### src/rtl/timer_arbiter_if.sv
// Request/grant bundle between the requesters and the shared tick timer.
// The requester side (master) drives req/len; the timer side (slave)
// reports ownership, completion, the timebase tick and the live count.
interface timer_arbiter_if #(
  parameter int CNT_W = 16
);
  logic [3:0]         req;
  logic [4*CNT_W-1:0] len;
  logic [3:0]         grant;
  logic [3:0]         done;
  logic               tick;
  logic               busy;
  logic [CNT_W-1:0]   remaining;

  modport master (
    output req, len,
    input  grant, done, tick, busy, remaining
  );

  modport slave (
    input  req, len,
    output grant, done, tick, busy, remaining
  );
endinterface

### src/rtl/timer_arbiter.sv
// Shared down-counting timer arbitrated round-robin among four requesters.
// The owner gets len ticks of a PRESCALE-divided timebase, then a one-cycle
// done pulse. Dropping its request mid-run aborts silently. Between owners
// the block always passes through one IDLE cycle with grant low.
module timer_arbiter #(
  parameter int PRESCALE = 262144,
  parameter int CNT_W    = 16
) (
  input  logic            clk,
  input  logic            rst,
  timer_arbiter_if.slave  bus
);

  localparam int PW = (PRESCALE > 1) ? $clog2(PRESCALE) : 1;
  localparam logic [PW-1:0] PS_LAST = PW'(PRESCALE - 1);

  typedef enum logic [1:0] {
    ST_IDLE = 2'd0,
    ST_RUN  = 2'd1,
    ST_DONE = 2'd2
  } state_t;

  state_t           state_r;
  logic [1:0]       last_r;
  logic [1:0]       owner_r;
  logic [3:0]       grant_r;
  logic [PW-1:0]    presc_r;
  logic [CNT_W-1:0] cnt_r;

  logic [1:0]       pick_s;
  logic [3:0]       pick_oh_s;
  logic [CNT_W-1:0] pick_len_s;
  logic             owner_req_s;
  logic             tick_s;

  // Round-robin search starting just after the previous owner.
  function automatic logic [1:0] rr_pick(input logic [3:0] req_v,
                                         input logic [1:0] last_v);
    logic [1:0] idx;
    logic       found;
    rr_pick = last_v;
    found   = 1'b0;
    for (int i = 1; i <= 4; i++) begin
      idx = last_v + 2'(i);
      if (!found && req_v[idx]) begin
        rr_pick = idx;
        found   = 1'b1;
      end else begin
        found   = found;
      end
    end
  endfunction

  // Candidate owner, its one-hot grant and its requested length.
  always_comb begin
    pick_s      = rr_pick(bus.req, last_r);
    pick_oh_s   = 4'b0001 << pick_s;
    pick_len_s  = {CNT_W{1'b0}};
    case (pick_s)
      2'd0:    pick_len_s = bus.len[0*CNT_W +: CNT_W];
      2'd1:    pick_len_s = bus.len[1*CNT_W +: CNT_W];
      2'd2:    pick_len_s = bus.len[2*CNT_W +: CNT_W];
      2'd3:    pick_len_s = bus.len[3*CNT_W +: CNT_W];
      default: pick_len_s = {CNT_W{1'b0}};
    endcase
    owner_req_s = bus.req[owner_r];
  end

  // Tick is a pure decode of the registered state and prescaler.
  always_comb begin
    if ((state_r == ST_RUN) && (presc_r == PS_LAST)) begin
      tick_s = 1'b1;
    end else begin
      tick_s = 1'b0;
    end
  end

  // Main FSM: selection, prescaled countdown, abort and completion.
  always_ff @(posedge clk) begin
    if (rst) begin
      state_r <= ST_IDLE;
      last_r  <= 2'd3;
      owner_r <= 2'd0;
      grant_r <= 4'b0000;
      presc_r <= {PW{1'b0}};
      cnt_r   <= {CNT_W{1'b0}};
    end else begin
      case (state_r)
        ST_IDLE: begin
          if (bus.req != 4'b0000) begin
            owner_r <= pick_s;
            grant_r <= pick_oh_s;
            cnt_r   <= pick_len_s;
            presc_r <= {PW{1'b0}};
            if (pick_len_s != {CNT_W{1'b0}}) begin
              state_r <= ST_RUN;
            end else begin
              state_r <= ST_DONE;
            end
          end else begin
            grant_r <= 4'b0000;
          end
        end
        ST_RUN: begin
          // A dropped owner request wins over a completing tick.
          if (!owner_req_s) begin
            state_r <= ST_IDLE;
            last_r  <= owner_r;
            grant_r <= 4'b0000;
            presc_r <= {PW{1'b0}};
            cnt_r   <= {CNT_W{1'b0}};
          end else if (tick_s) begin
            presc_r <= {PW{1'b0}};
            if (cnt_r == CNT_W'(1)) begin
              state_r <= ST_DONE;
              cnt_r   <= {CNT_W{1'b0}};
            end else begin
              cnt_r   <= cnt_r - CNT_W'(1);
            end
          end else begin
            presc_r <= presc_r + PW'(1);
          end
        end
        ST_DONE: begin
          state_r <= ST_IDLE;
          last_r  <= owner_r;
          grant_r <= 4'b0000;
        end
        default: begin
          state_r <= ST_IDLE;
          grant_r <= 4'b0000;
          presc_r <= {PW{1'b0}};
          cnt_r   <= {CNT_W{1'b0}};
        end
      endcase
    end
  end

  assign bus.grant     = grant_r;
  assign bus.done      = (state_r == ST_DONE) ? grant_r : 4'b0000;
  assign bus.tick      = tick_s;
  assign bus.busy      = (state_r != ST_IDLE);
  assign bus.remaining = cnt_r;

endmodule

### src/flat_wrapper.sv
// flat-port wrapper written by rule: the top's interface ports become plain ports
module timer_arbiter_flat 
#(
  parameter int PRESCALE = 262144,
  parameter int CNT_W    = 16
)
  (clk, rst, bus_req, bus_len, bus_grant, bus_done, bus_tick, bus_busy, bus_remaining);
  timer_arbiter_if #(.CNT_W(CNT_W)) bus_i ();
  input  logic clk;
  input  logic rst;
  input wire logic [$bits(bus_i.req)-1:0] bus_req;
  input wire logic [$bits(bus_i.len)-1:0] bus_len;
  output wire logic [$bits(bus_i.grant)-1:0] bus_grant;
  output wire logic [$bits(bus_i.done)-1:0] bus_done;
  output wire logic [$bits(bus_i.tick)-1:0] bus_tick;
  output wire logic [$bits(bus_i.busy)-1:0] bus_busy;
  output wire logic [$bits(bus_i.remaining)-1:0] bus_remaining;
  assign bus_i.req = bus_req;
  assign bus_i.len = bus_len;
  assign bus_grant = bus_i.grant;
  assign bus_done = bus_i.done;
  assign bus_tick = bus_i.tick;
  assign bus_busy = bus_i.busy;
  assign bus_remaining = bus_i.remaining;
  timer_arbiter #(.PRESCALE(PRESCALE), .CNT_W(CNT_W)) u_core (.clk(clk), .rst(rst), .bus(bus_i));
endmodule
### config.mk
export PLATFORM = sky130hd
export DESIGN_NAME = timer_arbiter_flat
export DESIGN_NICKNAME = d
export VERILOG_FILES = /design/src/rtl/timer_arbiter_if.sv /design/src/rtl/timer_arbiter.sv /design/src/flat_wrapper.sv
export SDC_FILE = /design/constraint.sdc
export NUM_CORES = 1
export LEC_CHECK = 0
export CAP_MARGIN = 20
export CORE_MARGIN = 4
export CORE_UTILIZATION = 40
export DETAILED_ROUTE_END_ITERATION = 8
export PLACE_DENSITY = 0.79
export RECOVER_POWER = 50
export SLEW_MARGIN = 25
export SYNTH_ARGS = -nofsm -noshare
export SYNTH_HDL_FRONTEND = slang
export SYNTH_SLANG_ARGS = --single-unit
### constraint.sdc
create_clock -name clk -period 7.5 [get_ports clk]
set_input_delay 0.75 -clock clk [delete_from_list [all_inputs] [get_ports clk]]
set_output_delay 0.75 -clock clk [all_outputs]
set_load 0.01 [all_outputs]
==> results by group <==
Status
  – Status: finished with violations
  – Violated checks: capacitance limit, slew limit

Worst setup path
  – Max incr delay on CP: 1990 ps
  – Origin of the worst setup path: bus_req[3]
  – R2R Path Start: u_core.last_r[0]$_SDFFE_PP1P_
  – Crit-path slowest cell: a221oi_1
  – WP data required: 7700 ps
  – Critical path, cell by cell: dlygate4sd3_1, nand2b_1, o21ai_0, a221oi_1, buf_4, mux2i_1, mux2_2, nand4_1, or4_1, a32o_1
  – WS Path Type: in2reg
  – Flop-to-flop setup slack: 2840 ps
  – Worst Path Arrival: 5510 ps
  – Worst-path fanout max: 23
  – CP Launch Type: primary input
  – Critical Path Sink Type: flip-flop

GRT
  – Initial antenna violation count: 0
  – Vias in the first global route: 2854
  – First-pass GRT wire length: 14.2 mm
  – Largest net degree at the start of global routing: 29
  – Total grt overflow: 0
  – GRT Resource Usage Total: 0.206

STA
  – Max frequency: 188 MHz
  – Skew final: 7.66 ps
  – Fin. Hold Viols: 0
  – Sum of negative setup slack: 0 ps
  – Fin crit period: 5310 ps
  – # setup viols final: 0
  – Unrepaired setup endpoints after global routing: no
  – Slew Viols, Final: 16
  – Tcrit/Tclk final: 0.708
  – Normalized max-slew margin: -0.713
  – Least-Margin Pin Slew: 2570 ps

Synthesis
  – Synthesis-stage register bit count: 44
  – Register area share after synthesis: 0.310
  – Syn_area_per_cell: 8.38 sq um
  – Synth Flop Type: dfxtp_1
  – Netlist Area Pre-Place: 0.00284 sq mm
  – Netlist cell types: 51
  – Synth warn: 0
  – Syn Nets: 412
  – Post-Synthesis Cells: 339
  – Ys async rst share: 0
  – EDFF count, synth: 0

Clock network
  – CTS tree: built
  – H-tree depth: 2
  – CTS sink count: 44
  – Post-CTS setup buffers: 0
  – CTS clk-pin slew, worst paths: 90 ps
  – Clock Tree Buf Depth: 2
  – Worst-skew pair later-pin latency: 300 ps
  – CTS-repair resized insts: 0
  – CTS Buf Count: 5
  – # hold bufs at CTS: 0
  – Clock root cell: clkbuf_8

Drt
  – Vias per Instance: 5.58
  – Wire per inst: 17.0 um
  – Via count: 2940
  – Antenna viol nets, final: 0
  – DRT Pass-1 Iters: 5
  – Final WL: 8.94 mm
  – # DRC: 0
  – Iter 0 DRT Violations: 197

Layout
  – Layout Utilization: 0.584
  – Post-layout nets: 503
  – Share of post-route cells with drive strength above 1: 0.0951
  – Antenna cells: 0
  – Layout area overhead: 40.4%

Placed design
  – DP HPWL: 7.05 mm
  – RePlAce Congestion: 0.982
  – Buffers on Ports: 95

Die
  – Top Ports: 96
  – Cell Rows: 30
  – Die X: 92.3 um
  – Core footprint: 0.00683 sq mm
  – Starting Density: 0.416
  – Die ar.: 0.00852 sq mm
  – Die height: 92.3 um

Min path
  – Hold Crit Start: u_core.bus.remaining[12]$_SDFFE_PP0P_
  – Hold Path Class: reg2reg

Run
  – Max_cap viols: 1

Power and ir drop
  – PwrDens: 258 mW/mm^2
  – Max IR drop VDD: 0.158 mV
  – Cell leakage power: 1.59 nW
## worst max-delay path, delay by kind of cell
family	cells	cell delay (ps)
compound gates	3	2330
simple gates	3	770
mux	2	450
buf+inv	2	1190
## layout make-up
type / count / area [sq um]
fill: 621 / 2840
timing repair buffer: 100 / 985
inverter: 5 / 18.8
clock buffer: 6 / 82.6
tap: 96 / 120
multi-input combinational: 274 / 1860
clock inverter: 2 / 38.8
sequential: 44 / 881
## layer usage
metal	vias to the layer above	routed length, um	GRT usage	share of wire
met1	1389	3950	0.264	0.44
met5	-	0	0	0
met3	14	561	0.0418	0.063
met4	0	131	0.0569	0.015
met2	112	4300	0.352	0.48
li1	1425	-	-	-
## Yosys cell counts (3+ instances only)
cell type  number  area [sq um]
nand2_1        31           116
ha_1            3          37.5
o21ai_0         8          40.0
o32ai_1         5          43.8
nand3_1         8          40.0
o21ai_2         3          26.3
o21ai_1        16          80.1
xor2_1          7          61.3
mux2i_1        35           350
clkbuf_1        7          26.3
nand4_1         8          50.1
mux2_2         16           180
inv_1           5          18.8
dfxtp_1        44           881
a22o_1         10          87.6
buf_2           8          40.0
o22ai_1         9          56.3
nor3_1          7          35.0
a21oi_1        11          55.1
and2_1          4          25.0
or3_1           3          18.8
or2_2           4          25.0
nor4_1          3          18.8
nor2_1         41           154
xnor2_1         7          61.3
nand2b_1        6          37.5
nor2b_1         3          18.8
## final timing paths
path                                            to  cells after the start
max                 u_core.state_r[0]$_SDFFE_PP0P_                     10
min reg2reg  u_core.bus.remaining[12]$_SDFFE_PP0P_                      1
max reg2reg         u_core.state_r[0]$_SDFFE_PP0P_                      9
min          u_core.bus.remaining[12]$_SDFFE_PP0P_                      1
## power breakdown
| group | switching (mW) | internal, mW |
|---|---|---|
| combinational | 0.278 | 0.239 |
| sequential | 0.0464 | 0.271 |
| clock | 0.0869 | 0.109 |
| total | 0.411 | 0.619 |
## logic make-up (layout without fill, tap and decap cells)
family	after synthesis	after routing	share of synthesized area
buffers and inverters	21	113	0.0339
AND/OR/NAND/NOR	129	129	0.221
multiplexers	52	52	0.195
XOR/XNOR	14	14	0.0432
adder cells (fa/ha/maj)	3	3	0.0132
flip-flops	44	44	0.310
AO/OA/AOI/OAI	76	76	0.184
## state kept, by name (all words and copies together) (netlist names)
| register | count |
|---|---|
| u_core.presc_r | 18 |
| u_core.bus.remaining | 16 |
| u_core.bus.grant | 4 |
| u_core.last_r | 2 |
| u_core.owner_r | 2 |
| u_core.state_r | 2 |
## layout by cell type (no fill, tap or decap), types with 3 or more instances in the layout
master | Yosys | routed
a21oi_1 | 11 | 11
a22o_1 | 10 | 10
and2_1 | 4 | 3
buf_4 | 0 | 4
clkbuf_8 | 0 | 6
clkdlybuf4s50_1 | 0 | 70
dfxtp_1 | 44 | 44
dlygate4sd3_1 | 0 | 25
ha_1 | 3 | 3
inv_1 | 5 | 5
mux2_2 | 16 | 16
mux2i_1 | 35 | 35
nand2_1 | 31 | 31
nand2b_1 | 6 | 6
nand3_1 | 8 | 8
nand4_1 | 8 | 8
nor2_1 | 41 | 41
nor2b_1 | 3 | 3
nor3_1 | 7 | 7
nor4_1 | 3 | 3
o21ai_0 | 8 | 8
o21ai_1 | 16 | 16
o21ai_2 | 3 | 3
o22ai_1 | 9 | 9
o32ai_1 | 5 | 5
or2_2 | 4 | 4
or3_1 | 3 | 3
xnor2_1 | 7 | 7
xor2_1 | 7 | 7
## through the flow
step                hold slack (ps)  power [mW]  setup WS, ps  instances  instance area (sq um)
floorplan                       470       0.656          4540        339                   2840
global placement                484       0.844          3430        519                   3890
detailed placement              497       0.848          3280        519                   3890
CTS                             517        1.05          3610        527                   4010
global route                    534        1.09          1930        527                   3990
finish                          511        1.03          2190        527                   3990
No activity file was read; power rests on OpenSTA's default activity.
